**src/rtl/alu_issue_ctrl.sv**
```systemverilog
// Issue/writeback controller for a small ALU: reads operands from a tiny register file,
// holds them stable for EXEC_CYCLES cycles, then retires the result and updates the flags.
module alu_issue_ctrl #(
    parameter int unsigned WIDTH       = 5,
    parameter int unsigned SEL_W       = 4,
    parameter int unsigned NREG        = 4,
    parameter int unsigned EXEC_CYCLES = 1,
    localparam int unsigned AW         = $clog2(NREG)
) (
    input  logic             clk,
    input  logic             rst_n,
    input  logic             instr_valid,
    output logic             instr_ready,
    input  logic [SEL_W-1:0] instr_op,
    input  logic [AW-1:0]    instr_rd,
    input  logic [AW-1:0]    instr_ra,
    input  logic [AW-1:0]    instr_rb,
    input  logic             instr_imm_en,
    input  logic [WIDTH-1:0] instr_imm,
    input  logic             instr_load,
    input  logic             instr_nowb,
    output logic [WIDTH-1:0] alu_a,
    output logic [WIDTH-1:0] alu_b,
    output logic [SEL_W-1:0] alu_s,
    input  logic [WIDTH-1:0] alu_y,
    input  logic             alu_cout,
    output logic             wb_valid,
    output logic [AW-1:0]    wb_rd,
    output logic [WIDTH-1:0] wb_data,
    output logic             carry_flag,
    output logic             zero_flag,
    input  logic [AW-1:0]    dbg_sel,
    output logic [WIDTH-1:0] dbg_data
);

    typedef enum logic {StIdle, StExec} state_t;

    localparam logic [3:0] CntInit = 4'(EXEC_CYCLES - 1);

    state_t           r_state;
    logic [3:0]       r_cnt;
    logic [WIDTH-1:0] r_regs [NREG];
    logic [WIDTH-1:0] r_a;
    logic [WIDTH-1:0] r_b;
    logic [SEL_W-1:0] r_s;
    logic [AW-1:0]    r_rd;
    logic [WIDTH-1:0] r_imm;
    logic             r_load;
    logic             r_nowb;
    logic             r_wb_valid;
    logic [AW-1:0]    r_wb_rd;
    logic [WIDTH-1:0] r_wb_data;
    logic             r_carry;
    logic             r_zero;

    always_ff @(posedge clk or negedge rst_n) begin
        if (!rst_n) begin
            r_state    <= StIdle;
            r_cnt      <= '0;
            for (int i = 0; i < NREG; i++) r_regs[i] <= '0;
            r_a        <= '0;
            r_b        <= '0;
            r_s        <= '0;
            r_rd       <= '0;
            r_imm      <= '0;
            r_load     <= 1'b0;
            r_nowb     <= 1'b0;
            r_wb_valid <= 1'b0;
            r_wb_rd    <= '0;
            r_wb_data  <= '0;
            r_carry    <= 1'b0;
            r_zero     <= 1'b0;
        end else begin
            r_wb_valid <= 1'b0;
            unique case (r_state)
                StIdle: begin
                    if (instr_valid) begin
                        r_a     <= r_regs[instr_ra];
                        r_b     <= instr_imm_en ? instr_imm : r_regs[instr_rb];
                        r_s     <= instr_op;
                        r_rd    <= instr_rd;
                        r_imm   <= instr_imm;
                        r_load  <= instr_load;
                        r_nowb  <= instr_nowb;
                        r_cnt   <= CntInit;
                        r_state <= StExec;
                    end
                end
                StExec: begin
                    if (r_cnt == '0) begin
                        // Register write lands on this edge, so the next accept sees it.
                        r_wb_rd <= r_rd;
                        r_state <= StIdle;
                        if (r_load) begin
                            r_regs[r_rd] <= r_imm;
                            r_wb_data    <= r_imm;
                            r_wb_valid   <= 1'b1;
                        end else begin
                            r_wb_data  <= alu_y;
                            r_carry    <= alu_cout;
                            r_zero     <= (alu_y == '0);
                            r_wb_valid <= !r_nowb;
                            if (!r_nowb) r_regs[r_rd] <= alu_y;
                        end
                    end else begin
                        r_cnt <= r_cnt - 4'd1;
                    end
                end
                default: r_state <= StIdle;
            endcase
        end
    end

    assign instr_ready = (r_state == StIdle);
    assign alu_a       = r_a;
    assign alu_b       = r_b;
    assign alu_s       = r_s;
    assign wb_valid    = r_wb_valid;
    assign wb_rd       = r_wb_rd;
    assign wb_data     = r_wb_data;
    assign carry_flag  = r_carry;
    assign zero_flag   = r_zero;
    assign dbg_data    = r_regs[dbg_sel];

endmodule

```
**config.mk**
```make
export PLATFORM = sky130hd
export DESIGN_NAME = alu_issue_ctrl
export DESIGN_NICKNAME = d
export VERILOG_FILES = /design/src/rtl/alu_issue_ctrl.sv
export SDC_FILE = /design/constraint.sdc
export NUM_CORES = 1
export LEC_CHECK = 0
export ABC_AREA = 0
export BUFFER_PORTS_ARGS = -buffer_cell sky130_fd_sc_hd__clkbuf_2
export CAP_MARGIN = 25
export CORE_MARGIN = 2
export CORE_UTILIZATION = 49
export DETAILED_ROUTE_END_ITERATION = 6
export PLACE_DENSITY = 0.82
export RECOVER_POWER = 100
export SLEW_MARGIN = 20
export SYNTH_ARGS = -nofsm -noshare
export SYNTH_HDL_FRONTEND = slang
export SYNTH_SLANG_ARGS = --single-unit
```
**constraint.sdc**
```tcl
create_clock -name clk -period 1.6 [get_ports clk]
set_clock_uncertainty 0.2 [all_clocks]
set_input_delay 0.08 -clock clk [delete_from_list [all_inputs] [get_ports clk]]
set_output_delay 0.08 -clock clk [all_outputs]
set_load 0.02 [all_outputs]
```
* After elaboration in Yosys (flattened, before gate mapping)
Index checks and enable logic that the tools add are counted.
Word-level totals: register bits after elaboration 58, input bits 29, output and inout port bits 30, word-level logic and storage cells 68
Cells by class: $add $sub $neg 1, $lt $le $gt $ge 5, eq/ne operators 3, muxes and demuxes 26, bitwise logic cells 6, reduce and logical (&&, ||, !) cells 9
Operators with widths (count):
- two-way mux 5 bit | 9
- bitwise mux 20 bit | 2
- two-way mux 20 bit | 2
- binary-select mux 5 bit (select 2 bit) | 3
- >= comparator 3 bit, second input constant | 4
- NOT 2 -> 3 bit | 4
- demux 5 bit (select 2 bit) | 1
- two-way mux 4 bit | 2
- case mux 4 bit (2 select lines) | 1
- inequality test 2 bit, second input constant | 3
- AND reduction 2 bit | 3
- AND reduction 3 bit | 2
- zero test 5 bit | 1
- two-way mux 1 bit | 5
- zero test 4 bit | 1
- subtractor 4 x 1 -> 4 bit, second input constant | 1
- less-than comparator 3 x 1 -> 1 bit, second input constant | 1
- NOT 1 bit | 2
- case mux 1 bit (2 select lines) | 1
- logical AND 1 bit | 1
- zero test 1 bit | 1

* Depth between registers and ports, before layout
Gate-level depths: netlist of the first run.
depth after elaboration 8, depth in mapped cells 6, mapped depth without buffers 5

* Worst setup path after synthesis of the first run
OpenSTA, ideal clock, no wires.
path kind register to register, start register r_cnt[0], end register r_regs[5] (netlist bit), setup time 0.125 ns, arrival time 1.437 ns, required time 1.275 ns, setup slack -0.162 ns, stages on the path, launching flop included 7, path buffers 1, period minus slack after synthesis 1.762 ns, path through dfrtp_1 -> inv_1 -> ha_1 -> and4bb_2 -> buf_6 -> nand4b_4 -> mux2_2
On the way: longest elaborated chain between the ends 2
Ends and longest elaborated chain:
- from (decl) | RTL line 41 | logic [3:0] r_cnt;
- from (signal assigned) | RTL line 85 | r_cnt <= CntInit;
- from (signal assigned) | RTL line 106 | r_cnt <= r_cnt - 4'd1;
- zero test 4 bit | RTL line 90 | if (r_cnt == '0) begin
- AND reduction 3 bit (no source line)
- to (signal, indexed assignment) | RTL line 95 | r_regs[r_rd] <= r_imm;
- to (signal, indexed assignment) | RTL line 103 | if (!r_nowb) r_regs[r_rd] <= alu_y;
- to (decl) | RTL line 42 | logic [WIDTH-1:0] r_regs [NREG];
No other way between the ends. A chain may end at the register's enable or synchronous reset.

* Final worst setup path of the first run
start register r_cnt[1], end register r_regs[16] (netlist bit)
The elaborated chain is that of the path after synthesis.

==> results of run 1 <==
[cell type report]
class	instances	area, um^2
Clock inverter	5	77.57
Timing Repair Buffer	122	884.6
Sequential cell	58	1451
Tap cell	72	90.09
Inverter	3	11.26
Fill cell	370	1466
Clock buffer	11	141.4
Multi-Input combinational cell	160	1350
[state kept, by name, indices dropped and copies added, names as in the netlist]
signal      count
r_nowb          1
r_regs         20
alu_s           4
r_imm           5
r_rd            2
r_load          1
alu_a           5
wb_rd           2
r_cnt           4
alu_b           5
r_state         1
zero_flag       1
wb_data         5
wb_valid        1
carry_flag      1
[critical path: cells and delay by family, from the launching register on]
family	cells	cell delay, ns
buf+inv	2	0.23
simple gates	2	0.41
fa+ha+maj	1	0.14
mux	1	0.31
flops	1	0.40
[metrics by stage]
step | instance area, um^2 | instances
2_1_floorplan | 2793 | 233
3_3_place_gp | 3258 | 368
3_5_place_dp | 3258 | 368
4_1_cts | 3931 | 427
5_1_grt | 4006 | 431
6_report | 4006 | 431
[cells in the final DEF (no fill, tap or decap), types with 2 or more instances in the layout]
| cell | count |
|---|---|
| clkbuf_8 | 10 |
| dfrtp_1 | 58 |
| buf_8 | 3 |
| buf_4 | 31 |
| mux2_4 | 3 |
| clkbuf_1 | 25 |
| clkinv_2 | 2 |
| dlygate4sd3_1 | 22 |
| or4_4 | 2 |
| mux2_2 | 23 |
| o211ai_1 | 2 |
| a21oi_1 | 5 |
| mux4_2 | 15 |
| buf_6 | 11 |
| inv_2 | 2 |
| bufinv_16 | 2 |
| clkbuf_2 | 29 |
| mux2i_1 | 6 |
| nor2_1 | 6 |
| nand2_1 | 75 |
[cells by family after synthesis]
kind of cell	share of synthesized area [%]
AOI/OAI and AO/OA	3.339
adders and majority gates	0.4512
buffers and inverters	2.708
DFF	52.35
muxes	24.91
and+or+nand+nor	16.25
[power by group through the flow]
stage	Clock, mW	Sequential [mW]	Combinational, mW
finish	1.52	2.24	2.39
global route	1.59	2.26	2.55
CTS	1.51	2.16	2.22
detailed placement	0	2.30	1.60
global placement	0	2.25	1.54
floorplan	0	2.33	0.972
[final timing paths]
| path | start | to | cells after the start |
|---|---|---|---|
| max in group asynchronous | rst_n | alu_b[0] | 3 |
| setup / recovery | r_cnt[1] | r_regs[16] | 6 |
| hold reg to reg | alu_a[4] | alu_a[4] | 2 |
| min in group asynchronous | rst_n | wb_data[1] | 3 |
| setup reg to reg | r_cnt[1] | r_regs[16] | 6 |
| hold / removal | instr_ra[1] | alu_a[3] | 4 |
[per-layer routing]
metal	global-route usage [%]	vias to the layer above
li1	-	1059
met1	33.64	1196
met2	46.78	153
met3	7.614	43
met4	18.28	0
met5	0	-
[what timing repair did]
item,4_1_cts,5_1_grt
endpoints found under the setup margin,37,48
hold buffers,22,0
buffers inserted,22,4
cloned,0,0
hold endpoints to repair,81,0
pin swaps,3,7
gates resized for setup,19,25
==> results by group, run 1 <==
Run status
  – Status: complete, but fails checks
  – Failing checks: negative setup slack

Clock tree
  – H-tree levels: 3
  – CTS tree: built
  – Clk root buf: clkbuf_8
  – Clock latency on the worst-skew pair: 0.35 ns
  – Clock transition at path regs: around 0.070 ns
  – Clock Path Buffers: 2
  – Clock tree sinks: 58
  – Num CTS Buffers: 9

Drt
  – DRT met1 WL: roughly 3300 um
  – DR WL/cell: between 20 and 25 um
  – DRC: 0
  – Met3 WL: about 770 um
  – Highest routed layer: met4
  – Met2 wire len: around 4300 um
  – Detailed Route WL: approximately 8700 um
  – Vias: ~2500
  – DR vias/cell: about 5.7
  – Drt first pass iters: 5
  – DRT iter0 DRCs: about 240
  – Routed Antenna Nets: 0

Power and ir drop
  – Switching Share: about a third
  – Pwr/cell area: ~1500 nW/um^2
  – Final Total Pwr: 6.152 mW
  – Combinational fraction of design power: about two fifths
  – Flop pwr share: 36.4%
  – Clk pwr share: roughly a quarter
  – Pleak: between 1.5 and 2 nW
  – P_int: ~4.1 mW
  – Peak VDD IR: 0.0009189 V
  – Sw power: just over 2 mW

Worst setup path
  – Setup crit end kind: flip-flop
  – Req. time, crit path: between 1.5 and 2 ns
  – CP Launch Type: flip-flop
  – R2R Setup Slk: -0.22 ns
  – Crit path DAT: 1.85 ns
  – Worst path max stage delay: 0.40 ns
  – WS Path Type: reg2reg
  – Crit path cell chain: inv_2 > ha_4 > and4bb_2 > buf_4 > nand3_4 > mux2_2
  – Slowest cell on crit path: dfrtp_1
  – Crit Path Max Fanout: 5

Die
  – Die Width: 79.22 um
  – FP Rows: 27
  – Die Height: 79.22 um
  – # IOs: around 60
  – CORE AREA: between 5000 and 6000 um^2
  – Initial Util: 50.66%
  – DIE AREA: between 6000 and 7000 um^2

Timing
  – Worst-Margin Slew: approximately 0.79 ns
  – Final hold violation count: 0
  – Final period util: 113.6%
  – Max Fclk: 0.5500 GHz
  – Slew HR: ~47%
  – Setup TNS: -4.969 ns
  – # setup viols final: 32
  – Setup WS post-layout: -0.2182 ns
  – RSZ-0062 raised after global routing: yes
  – Hold Slack: roughly 0.023 ns
  – Post-route minimum period: between 1.5 and 2 ns
  – Final Max Tran Viols: 0

Global routing
  – Total congestion overflow: 0
  – Antenna violations before repair: 0
  – First-pass GRT wire length: 13110 um
  – Vias in the first global route: roughly 2600
  – Largest net degree at the start of global routing: 59
  – GRT Total Usage: roughly 29%

Yosys
  – Sequential area share after synthesis: 52.35%
  – Post-synth cell types: 33
  – Cell with the most instances after synthesis: nand2_1
  – Post-Syn Area: around 2800 um^2
  – Top post-synthesis cells by area: dfrtp_1 (52%), mux4_2 (12%), mux2_2 (11%), nand2_1 (10%), mux2i_1 (2.2%)
  – Largest area contributor in the netlist: dfrtp_1
  – Ys Warns: 0
  – Net count after synthesis: about 260
  – Yosys top cell area share: 52.35%
  – Syn Area/Cell: approximately 12 um^2
  – Post-synth top cells: nand2_1 (75), dfrtp_1 (58), mux2_2 (26)
  – Post-synth ARST share: 100.0%
  – Yosys reg bits: between 50 and 60
  – EDFF count, synth: 0
  – Top_reg_cell synth: dfrtp_1
  – Syn Inst Count: 233

Layout
  – Layout area overhead: 44.49%
  – Final core utilization: 73.21%
  – Nets: between 300 and 400
  – Layout cell share with drive strength beyond 1: between 40 and 50%
  – ANT cells: 0

Min path
  – HP Class: in2reg

Place
  – Dpl hpwl: roughly 4700 um
  – GPL Wtd Cong: between 0.8 and 0.9
  – Number of port buffers: 58
  – Place WS: -0.2377 ns

Run
  – Max Cap Viol: 0
Note: power is estimated with default switching activity, not from simulation.
==> run 2: changes to the inputs <==
Settings changed: ABC_AREA 0 to unset, SETUP_SLACK_MARGIN set to 0.5.
==> results by group, run 2 (same netlist as run 1, synthesis figures left out) <==
Clock tree
  – Clk root buf: clkbuf_8
  – H-tree levels: 3 (unchanged)
  – CTS tree: built
  – Hold buffers post-CTS: 16 (-27%)
  – Clock Path Buffers: 2 (unchanged)
  – Clock transition at path regs: 0.07 ns (about the same)
  – Clock latency on the worst-skew pair: 0.35 ns (about the same)
  – Num CTS Buffers: 9 (unchanged)
  – Clock tree sinks: 58 (unchanged)

Power and ir drop
  – P_int: 4.155 mW (+1.8%)
  – Sw power: 2.463 mW (+19%)
  – Pwr/cell area: 1557 nW/um^2 (+1.4%)
  – Clk pwr share: 19.5% (-5.2 points)
  – Final Total Pwr: 6.618 mW (+7.6%)
  – Switching Share: 37.22% (+3.6 points)
  – Flop pwr share: 35.8% (-0.6 points)
  – Pleak: 2.018 nW (+6.0%)
  – Peak VDD IR: 0.0009140 V (-0.53%)
  – Combinational fraction of design power: 44.8% (+5.9 points)

Layout
  – Register Area: 1451 um^2 (unchanged)
  – Layout cell share with drive strength beyond 1: 52.45% (+10 points)
  – Commonest non-fill, non-tap cell in the layout: dfrtp_1
  – Top reg by flops: r_regs
  – Layout area overhead: 53.29%
  – ANT cells: 0 (unchanged)
  – Fill count: 228 (-38%)
  – Multi-input logic area: 1478 um^2 (+9.5%)
  – Nets: 397 (+3.4%)
  – Max FFs per register: 20 (unchanged)
  – Highest-count cells in the layout ignoring fill and taps: dfrtp_1 (58), nand2_1 (46), buf_4 (35)
  – Cell Count, Final, Fillers Out: 440 (+2.1%)

Worst setup path
  – CP Launch Type: flip-flop
  – Worst reg2reg startpoint: r_cnt[0]
  – R2R Setup Slk: -0.34 ns (-0.12 ns)
  – Crit Path Max Fanout: 5 (unchanged)
  – Setup crit start: r_cnt[0]
  – Reg-to-Reg End: r_regs[12]
  – Req. time, crit path: 1.62 ns (-0.02 ns)
  – Worst-case reg-to-reg path depth: 6 (unchanged)
  – Crit path DAT: 1.96 ns (+0.11 ns)
  – WS Path Type: reg2reg
  – Setup crit end kind: flip-flop
  – Critical Path Sink: r_regs[12]

Timing
  – Final hold violation count: 3 (+3)
  – Final period util: 121.2% (+7.6 points)
  – # setup viols final: 60 (+88%)
  – Hold Slack: -0.09878 ns (-0.1214 ns)
  – Slew HR: 47.53% (+0.23 points)
  – RSZ-0062 raised after global routing: yes
  – Worst-Margin Slew: 0.7870 ns (-0.003460 ns)
  – Max Fclk: 0.5157 GHz (-6.2%)
  – Post-route minimum period: 1.939 ns (+0.1211 ns)
  – Final Max Tran Viols: 0 (unchanged)
  – Setup WS post-layout: -0.3393 ns (-0.1211 ns)

Run status
  – Status: complete, but fails checks
  – Failing checks: negative hold slack, negative setup slack

Drt
  – Drt first pass iters: 6 (+1)
  – DRC: 0 (unchanged)
  – DRT iter0 DRCs: 347 (+46%)
  – Routed Antenna Nets: 0 (unchanged)
  – Detailed Route WL: 11460 um (+31%)
  – Vias: 2784 (+14%)
  – DR vias/cell: 6.327 (+11%)
  – DR WL/cell: 26.05 um (+29%)

Min path
  – HP Class: in2reg

Place
  – GPL Wtd Cong: 0.8399 (-3.1%)
  – Place WS: -0.2508 ns (-0.01314 ns)
  – Placed Cells: 365 (-0.82%)
  – Dpl hpwl: 4530 um (-4.0%)
  – Number of port buffers: 58 (unchanged)

Global routing
  – Largest net degree at the start of global routing: 59 (unchanged)
  – Vias in the first global route: 2743 (+6.9%)
  – Antenna violations before repair: 0 (unchanged)
  – GRT Total Usage: 31.23% (+2.5 points)
  – First-pass GRT wire length: 14190 um (+8.2%)
  – Total congestion overflow: 0 (unchanged)

Die
  – CORE AREA: 5473 um^2 (unchanged)
  – DIE AREA: 6276 um^2 (unchanged)
  – Initial Util: 50.66% (unchanged)
  – # IOs: 59 (unchanged)
  – FP Rows: 27 (unchanged)
  – Die Width: 79.22 um (unchanged)
  – Die Height: 79.22 um (unchanged)

Run
  – Max Cap Viol: 0 (unchanged)
## run 2: repair_timing
| action | 4_1_cts | 5_1_grt |
|---|---|---|
| endpoints found under the setup margin | 88 | 88 |
| hold endpoints to repair | 79 | 3 |
| setup buffers | 28 | 18 |
| gates resized for setup | 107 | 44 |
| cloned | 1 | 0 |
| pin swaps | 22 | 11 |
## run 2: layout make-up
class / count / area share, %
Multi-Input combinational cell: 160 / 34.77
Clock buffer: 11 / 3.091
Sequential cell: 58 / 34.15
Tap cell: 72 / 2.120
Timing Repair Buffer: 135 / 24.90
Inverter: 3 / 0.2649
Clock inverter: 1 / 0.7065
## run 2: worst min path at each step
stage | start | endpoint | depth (start not counted)
after CTS | alu_y[2] | zero_flag | 3
after floorplan | rst_n | alu_a[0] | 0
final | alu_y[2] | zero_flag | 3
after detailed placement | rst_n | wb_data[1] | 2
after global routing | alu_y[2] | zero_flag | 3
after global placement | rst_n | r_cnt[0] | 2
## run 2: critical path, cell delays in order, from the launching register on
cell and delay [ns]:
dfrtp_1 0.39, inv_1 0.08, ha_2 0.17, and4bb_2 0.31, nand4b_1 0.16, buf_4 0.21, mux2_2 0.30
## run 2: metrics by stage
step | cell area, um^2 | hold slack, ns | setup TNS (ns) | util [%]
4_1_cts | 4237 | -0.1725 | -4.055 | 77.41
6_report | 4250 | -0.09878 | -8.183 | 77.66
3_5_place_dp | 3253 | -0.09246 | -4.129 | 59.44
3_3_place_gp | 3253 | -0.09709 | -3.191 | 59.44
2_1_floorplan | 2828 | -0.4156 | -2.446 | -
5_1_grt | 4250 | -0.1025 | -11.08 | 77.66
## run 2: power groups by stage
stage          Sequential (mW)  Clock (mW)  Combinational [mW]
2_1_floorplan             2.33           0               0.980
3_3_place_gp              2.29           0                1.54
3_5_place_dp              2.32           0                1.59
4_1_cts                   2.26        1.22                2.56
5_1_grt                   2.36        1.35                3.04
6_report                  2.37        1.29                2.96
## run 2: per-layer routing
layer,vias up,share of wire (%),GRT usage (%)
met3,90,11,6.023
met5,-,0,0
met2,260,48,53.81
li1,1083,-,-
met4,0,7.2,20.52
met1,1351,34,35.24
